$ cat src/rtl/hat_pkg.sv
// Shared defaults, the issue-tag record and a pointer helper for the hat scheduler.
package hat_pkg;

    localparam int NREQ_DEF = 4;
    localparam int DW_DEF   = 32;
    localparam int OW_DEF   = 16;
    localparam int LAT_DEF  = 3;

    // Index width covers the largest supported requester count (8).
    localparam int IDX_W = 3;

    typedef struct packed {
        logic             valid;
        logic [IDX_W-1:0] idx;
    } tag_t;

    // Round-robin successor of a requester index, wrapping at n.
    function automatic logic [IDX_W-1:0] next_idx(input logic [IDX_W-1:0] idx, input int n);
        if (int'(idx) == n - 1) begin
            return '0;
        end
        return idx + IDX_W'(1);
    endfunction

endpackage

$ cat src/rtl/rr_arbiter.sv
// Rotating-priority arbiter: the first requester at or after ptr wins, one-hot grant.
module rr_arbiter #(
    parameter int N  = 4,
    parameter int PW = 2
) (
    input  logic [N-1:0]  req,
    input  logic [PW-1:0] ptr,
    output logic [N-1:0]  gnt
);

    logic [N-1:0] req_rot;
    logic [N-1:0] gnt_rot;

    // Rotate so bit 0 is the requester at ptr, isolate the lowest set bit, rotate back.
    assign req_rot = N'({req, req} >> ptr);
    assign gnt_rot = req_rot & (~req_rot + N'(1));
    assign gnt     = N'(({gnt_rot, gnt_rot} << ptr) >> N);

endmodule

$ cat src/rtl/hat_sched.sv
// Round-robin issue of requester words into one shared fixed-latency hat datapath,
// with a tag pipeline routing each result back to a one-deep per-requester buffer.
module hat_sched
    import hat_pkg::*;
#(
    parameter int NREQ = NREQ_DEF,
    parameter int DW   = DW_DEF,
    parameter int OW   = OW_DEF,
    parameter int LAT  = LAT_DEF
) (
    input  logic               clk,
    input  logic               reset,
    input  logic               en,
    input  logic [NREQ-1:0]    req_valid,
    input  logic [NREQ*DW-1:0] req_data,
    output logic [NREQ-1:0]    req_ready,
    output logic [DW-1:0]      dp_in,
    input  logic [OW-1:0]      dp_out,
    output logic [NREQ-1:0]    rsp_valid,
    output logic [NREQ*OW-1:0] rsp_data,
    input  logic [NREQ-1:0]    rsp_ready,
    output logic               busy
);

    localparam int PW = (NREQ > 1) ? $clog2(NREQ) : 1;

    tag_t             pipe [LAT];
    tag_t             exit_tag;
    logic [NREQ-1:0]  inflight;
    logic [NREQ-1:0]  eligible;
    logic [NREQ-1:0]  gnt;
    logic [PW-1:0]    ptr;
    logic [IDX_W-1:0] gnt_idx;
    logic             gnt_any;
    logic             pipe_busy;

    // NOTE: every always_comb output gets a default first, so no path leaves it unassigned and no latch is inferred.
    always_comb begin
        inflight  = '0;
        pipe_busy = 1'b0;
        for (int s = 0; s < LAT; s++) begin
            pipe_busy = pipe_busy | pipe[s].valid;
            for (int i = 0; i < NREQ; i++) begin
                if (pipe[s].valid && pipe[s].idx == IDX_W'(i)) begin
                    inflight[i] = 1'b1;
                end
            end
        end
    end

    // A full buffer still qualifies when it is being drained this very cycle.
    assign eligible = req_valid & {NREQ{en}} & ~inflight & (~rsp_valid | rsp_ready);

    rr_arbiter #(
        .N  (NREQ),
        .PW (PW)
    ) u_arb (
        .req (eligible),
        .ptr (ptr),
        .gnt (gnt)
    );

    // Reset gates the combinational grant path so nothing escapes while held.
    assign req_ready = reset ? gnt : '0;
    assign gnt_any   = |req_ready;

    always_comb begin
        gnt_idx = '0;
        dp_in   = '0;
        for (int i = 0; i < NREQ; i++) begin
            if (req_ready[i]) begin
                gnt_idx = IDX_W'(i);
                dp_in   = req_data[i*DW +: DW];
            end
        end
    end

    // NOTE: sequential state uses non-blocking assignments so every stage samples pre-edge values.
    always_ff @(posedge clk or negedge reset) begin
        if (!reset) begin
            for (int s = 0; s < LAT; s++) begin
                pipe[s] <= '0;
            end
            ptr <= '0;
        end else begin
            pipe[0] <= tag_t'{valid: gnt_any, idx: gnt_idx};
            for (int s = 1; s < LAT; s++) begin
                pipe[s] <= pipe[s-1];
            end
            if (gnt_any) begin
                ptr <= PW'(next_idx(gnt_idx, NREQ));
            end
        end
    end

    assign exit_tag = pipe[LAT-1];

    // NOTE: the response buffers are reset as well, because rsp_data must read zero during reset.
    always_ff @(posedge clk or negedge reset) begin
        if (!reset) begin
            rsp_valid <= '0;
            rsp_data  <= '0;
        end else begin
            for (int i = 0; i < NREQ; i++) begin
                // A capture outranks a drain on the same edge so the new result survives.
                if (exit_tag.valid && exit_tag.idx == IDX_W'(i)) begin
                    rsp_valid[i]          <= 1'b1;
                    rsp_data[i*OW +: OW]  <= dp_out;
                end else if (rsp_ready[i]) begin
                    rsp_valid[i] <= 1'b0;
                end
            end
        end
    end

    assign busy = pipe_busy | (|rsp_valid);

endmodule

$ cat config.mk
export PLATFORM = sky130hd
export DESIGN_NAME = hat_sched
export DESIGN_NICKNAME = d
export VERILOG_FILES = /design/src/rtl/hat_pkg.sv /design/src/rtl/rr_arbiter.sv /design/src/rtl/hat_sched.sv
export SDC_FILE = /design/constraint.sdc
export NUM_CORES = 1
export LEC_CHECK = 0
export CORE_AREA = 3 3 137 86
export CTS_BUF_LIST = sky130_fd_sc_hd__clkbuf_8
export DETAILED_ROUTE_END_ITERATION = 7
export DIE_AREA = 0 0 140 89
export PLACE_DENSITY = 0.8
export SLEW_MARGIN = 10
export SYNTH_ARGS = -nofsm -noshare
export SYNTH_HDL_FRONTEND = slang
export SYNTH_SLANG_ARGS = --single-unit
$ cat constraint.sdc
create_clock -name clk -period 2.9 [get_ports clk]
set_input_delay 0.435 -clock clk [delete_from_list [all_inputs] [get_ports clk]]
set_output_delay 0.435 -clock clk [all_outputs]
set_load 0.02 [all_outputs]
* Word level (Yosys, flattened, before mapping)
Cells that the tools add are included.
** Cells by class
- Add/subtract/negate cells :: 2
- Muxes and demuxes :: 32
- Shift operators :: 2
- Bitwise logic cells :: 11
- Equal/unequal tests :: 10
- Reductions and logical operators :: 21
** Operators with widths (count)
- 32-bit two-way mux :: 4
- 1-bit two-way mux :: 23
- 3-bit by 2-bit equality test with 1-bit output, second input constant :: 6
- 4-bit bitwise AND :: 4
- 1-bit logical AND :: 12
- 4-bit inverter :: 3
- 3-bit by 1-bit equality test with 1-bit output, second input constant :: 3
- 3-bit zero test :: 3
- 2-bit nonzero test :: 4
- 4-bit OR reduction :: 2
- 8-bit by 2-bit << shifter with 8-bit output :: 1
- 8-bit by 2-bit right shift with 4-bit output :: 1
- 3-bit two-way mux :: 2
- 4-bit by 1-bit adder with 4-bit output, second input constant :: 1
- 2-bit two-way mux :: 2
- 4-bit two-way mux :: 1
- 4-bit OR :: 1
- 3-bit equality test, second input constant :: 1
- 1-bit OR :: 3
- 2-bit by 1-bit adder with 2-bit output, second input constant :: 1
** Storage, ports and cells
- Flip-flop bits (word level) :: 82
- Output and inout port bits :: 105
- Logic and storage cells :: 93

* Depth between registers and ports, before layout
- Depth after elaboration :: 21
- Mapped depth :: 9

* Hierarchy
A second synthesis with hierarchy kept.
** Unflattened totals
- Cell total of the unflattened synthesis :: 363
- Area, all modules :: 4182.8 µm²
** Modules (own cells, without submodules)
- hat_sched :: cells each 347, area each 4083.9 µm², sequential area each 1976.9 µm², times used 1
- rr_arbiter :: cells each 16, area each 98.8 µm², sequential area each 0.0 µm², times used 1

* Worst setup path after synthesis
OpenSTA, ideal clock, no wires.
- Kind :: register to output
- Start point :: reg pipe, in the netlist exit_tag[3]
- End point :: out dp_in[14]
- Arrival time :: 2.462 ns
- Slack :: 0.003 ns
- Path buffers :: 0
- Cell stages (with the launch flop) :: 8
- Cells stage by stage :: dfrtp_1 nor3b_4 a21o_1 or2_4 or4_1 a211oi_4 nand2_1 a21oi_1
** Between the ends
- Cells in the longest elaborated chain, start to end :: 15
** RTL lines
- start: declaration :: line hat_sched.sv:27 : tag_t pipe [LAT];
- start signal: indexed assignment :: line hat_sched.sv:88 : pipe[s] <= pipe[s-1];
- 1-bit logical AND :: line hat_sched.sv:44 : if (pipe[s].valid && pipe[s].idx == IDX_W'(i)) begin
- 1-bit two-way mux :: line hat_sched.sv:44
- 4-bit inverter * :: line hat_sched.sv:52 : assign eligible = req_valid & {NREQ{en}} & ~inflight & (~rsp_valid | rsp_ready);
- 4-bit bitwise AND * (2 in a row) :: line hat_sched.sv:52
- 8-bit by 2-bit right shift with 4-bit output * :: line rr_arbiter.sv:15 : assign req_rot = N'({req, req} >> ptr);
- 4-bit inverter :: line rr_arbiter.sv:16 : assign gnt_rot = req_rot & (~req_rot + N'(1));
- 4-bit by 1-bit adder with 4-bit output :: line rr_arbiter.sv:16
- 4-bit bitwise AND * :: line rr_arbiter.sv:16
- 8-bit by 2-bit << shifter with 8-bit output * :: line rr_arbiter.sv:17 : assign gnt = N'(({gnt_rot, gnt_rot} << ptr) >> N);
- 4-bit two-way mux * :: line hat_sched.sv:64 : assign req_ready = reset ? gnt : '0;
- 32-bit two-way mux (3 in a row) :: line hat_sched.sv:71 : if (req_ready[i]) begin
- 32-bit two-way mux * :: line hat_sched.sv:71
- end: declaration :: line hat_sched.sv:17 : output logic [DW-1:0] dp_in,
Mark *: on every way between the ends. The rest lies on a longest branch, timed or not.

* Final worst setup path
- Start point :: reg pipe[9] (netlist name)
- End point :: out dp_in[11]
** Between the ends
- Cells in the longest elaborated chain, start to end :: 18
** RTL lines (line)
- 3-bit by 1-bit equality test with 1-bit output, or another cell as far along :: hat_sched.sv:44
- 1-bit logical AND :: hat_sched.sv:44
- 1-bit two-way mux (3 in a row) :: hat_sched.sv:44
- 4-bit inverter * :: hat_sched.sv:52
- 4-bit bitwise AND * (2 in a row) :: hat_sched.sv:52
- 8-bit by 2-bit right shift with 4-bit output * :: rr_arbiter.sv:15
- 4-bit inverter :: rr_arbiter.sv:16
- 4-bit by 1-bit adder with 4-bit output :: rr_arbiter.sv:16
- 4-bit bitwise AND * :: rr_arbiter.sv:16
- 8-bit by 2-bit << shifter with 8-bit output * :: rr_arbiter.sv:17
- 4-bit two-way mux * :: hat_sched.sv:64
- 32-bit two-way mux (3 in a row) :: hat_sched.sv:71
- 32-bit two-way mux * :: hat_sched.sv:71
Marks and branches as above.

==> qor.yml <==
power:
  swShare: 0.387
  switching_power_mw: 2.63
  leakage_nw: 3.21
  power.density_mw_per_mm2: 915
  internal_power_mw: 4.17
  p_clk_frac: 0.113
  vdd_drop_max_mv: 0.685
  combPwrFrac: 0.599
  pwr-share-seq: 0.288
synth:
  syn_nets: 475
  synth_fa_ha_area_frac: 0
  synthDistinctLibCells: 39
  synth_top_family_by_area: "multiplexers"
  syn_inst: 320
  ys_seq_area_frac: 0.524
  netlist_area_mm2: 0.00377
  ys_ff_latch: 79
  synth-compound-area-share: 0.126
  yosys.area.top_type_share: 0.524
  yosys-mux-area-fraction: 0.191
  synth-edff-count: 0
  async_reset_ff_frac: 1.00
  yosys_warnings: 0
  yosysTopAreaCell: "dfrtp_1"
  ys_top_cells_by_area: "dfrtp_1 52%, mux2_2 19%, a222oi_1 8.2%, nand2_1 6.8%, clkbuf_1 0.90%"
  avgSynthCellArea_um2: 11.8
  synthSimpleGateAreaFrac: 0.125
  synth_xor_xnor_area_share: 0
  ys.flop_type: "dfrtp_1"
timing:
  setup_viol: 35
  min_period_over_period: 1.15
  worstMarginPinSlew_ns: 0.840
  hold_viol_final: 0
  slew_violations: 0
  max_freq_mhz: 300
  rsz0062_at_grt: "yes"
  layout_setup_ws_ns: -0.430
  relSlewSlack: 0.440
  totalNegativeSetupSlack_ns: -9.80
  skew_ns: 0.00441
  finalCriticalPeriod_ns: 3.33
drt:
  routed_wl_um: 15200
  drtAntennaViolNets: 0
  drcViolationCount: 0
  drtIter0Drc: 267
  firstDrtPassIters: 6
  wl_per_cell_um: 19.6
  avgViaCountPerCell: 5.16
  vias: 4002
min_path:
  hp-class: "reg2reg"
  hold_depth: 1
placement:
  dp_hpwl_um: 11500
  placedInstanceArea_mm2: 0.00680
  numPortBuffers: 259
  placed_cells: 744
  gp_congestion: 0.834
clock_tree:
  insertion_delay_ns: 0.35
  htree_levels: 3
  cts_root_buf: "clkbuf_8"
  clk_pin_slew_ns: 0.08
  cts_num_sinks: 79
  cts_tree: "yes"
  cts_buffers: 9
  clockBufferDepth: 2
final_layout:
  nets: 787
  final_common_cell: "clkdlybuf4s50_1"
  multiInputGateArea_mm2: 0.00183
  utilization: 0.706
  fin_area_mm2: 0.00743
  stdcell_count: 776
  antenna_cells: 0
  n_fill_cell: 704
  final_cell_mix: "220 x clkdlybuf4s50_1, 77 x dfrtp_1, 64 x mux2_2"
  seq_area_mm2: 0.00198
  area_growth_syn_to_layout_pct: 97.1
  drive_gt1_frac: 0.336
worst_setup_path:
  worstSetupStartpoint: "pipe[9]"
  crit_fanout: 5
  critPathRequiredTime_ns: 2.47
  rrSetupSlack_ns: 0.41
  rr_startpoint: "exit_tag[3]"
  start_kind: "flip-flop"
  critPathCapture: "dp_in[11]"
  cp.arrival_ns: 2.89
  timing.rr.end: "ptr[0]"
  r2r_cells: 9
  crit_type: "reg2out"
  endpoint_kind: "output pin"
floorplan:
  rows: 29
  die_h_um: 89
  initial_core_util: 0.358
  dieArea_mm2: 0.0125
  die_w_um: 140
  ios: 260
  core_mm2: 0.0105
grt:
  grt-ovfl-total: 0
  antenna_found_initial: 0
  grt_max_degree: 70
  track_usage: 0.228
  grt_pass1_wl_um: 22100
  first_global_vias: 4075
outcome:
  status: "finished with violations"
  violations: "negative setup slack"
flow_run:
  max_cap_viol_count: 0
-- power groups by stage --
stage / clock network [mW] / registers [mW] / logic (mW)
finish: 0.767 / 1.96 / 4.08
global route: 0.840 / 2.03 / 4.29
CTS: 0.790 / 1.96 / 4.02
detailed placement: 0 / 1.97 / 3.75
global placement: 0 / 1.93 / 3.68
floorplan: 0 / 2.51 / 1.20
-- critical path: stages, from the launching register on --
cell,delay (ns)
dfrtp_1,0.40
buf_6,0.13
nand2_2,0.05
o211ai_1,0.09
buf_4,0.15
nor3_4,0.30
a21oi_1,0.10
o2111a_1,0.28
buf_6,0.14
a222oi_1,0.51
buf_4,0.21
nand2_2,0.04
buf_6,0.12
-- synthesized netlist by cell type (2+ instances only) --
cell type  number
or3b_2          2
o31a_1          2
mux2_2         64
nand2_1        68
o21ai_0         5
a21oi_1         4
buf_1           3
a222oi_1       31
dfrtp_1        79
nor2_1          6
nand4_1         2
clkbuf_1        9
nor3_1          2
nor4_1          2
o2111a_1        2
nand3_1         4
buf_6           3
nand3b_2        2
buf_2           4
inv_1           7
-- state kept, by name (all words and copies together), names as in the netlist --
register / flops
exit_tag: 3
pipe: 6
ptr: 2
rsp_data: 64
rsp_valid: 4
-- cell families after synthesis --
logic type | after synthesis
and+or+nand+nor | 99
AOI/OAI and AO/OA | 52
muxes | 64
DFF | 79
buffers and inverters | 26
-- metal layers --
| layer | GRT usage | part of all wire |
|---|---|---|
| met1 | 0.296 | 0.41 |
| met3 | 0.0588 | 0.068 |
| met4 | 0.0633 | 0.021 |
| met2 | 0.386 | 0.50 |
| met5 | 0 | 0 |
-- layout make-up --
type | instances | share of cell area
Timing Repair Buffer | 320 | 0.435
Inverter | 7 | 0.00354
Multi-Input combinational cell | 215 | 0.246
Tap cell | 139 | 0.0234
Sequential cell | 79 | 0.266
Clock buffer | 10 | 0.0185
Clock inverter | 6 | 0.00690
-- what timing repair did --
item	4_1_cts	5_1_grt
gates resized for setup	247	33
hold buffers	1	0
pin swaps	17	14
buffers inserted	13	5
gates cloned	2	0
setup endpoints to repair	36	36
endpoints found under the hold margin	10	0
-- stage by stage --
step                      worst slack [ns]  power [mW]  hold slack, ns
after floorplan                    0.00288        3.72           0.139
after global placement              -0.852        5.61           0.292
after detailed placement            -0.867        5.72           0.300
after CTS                           -0.314        6.77           0.486
after global routing                -0.486        7.16           0.512
final                               -0.430        6.80           0.499
-- how the worst min path moves through the flow --
stage	startpoint	to	slack, ns
after floorplan	reset	exit_tag[0]	0.14
after global placement	reset	pipe[4]	0.29
after detailed placement	reset	pipe[4]	0.30
after CTS	pipe[5]	exit_tag[1]	0.49
after global routing	pipe[5]	exit_tag[1]	0.51
final	pipe[5]	exit_tag[1]	0.50
Power figures use the tool's default switching activity.
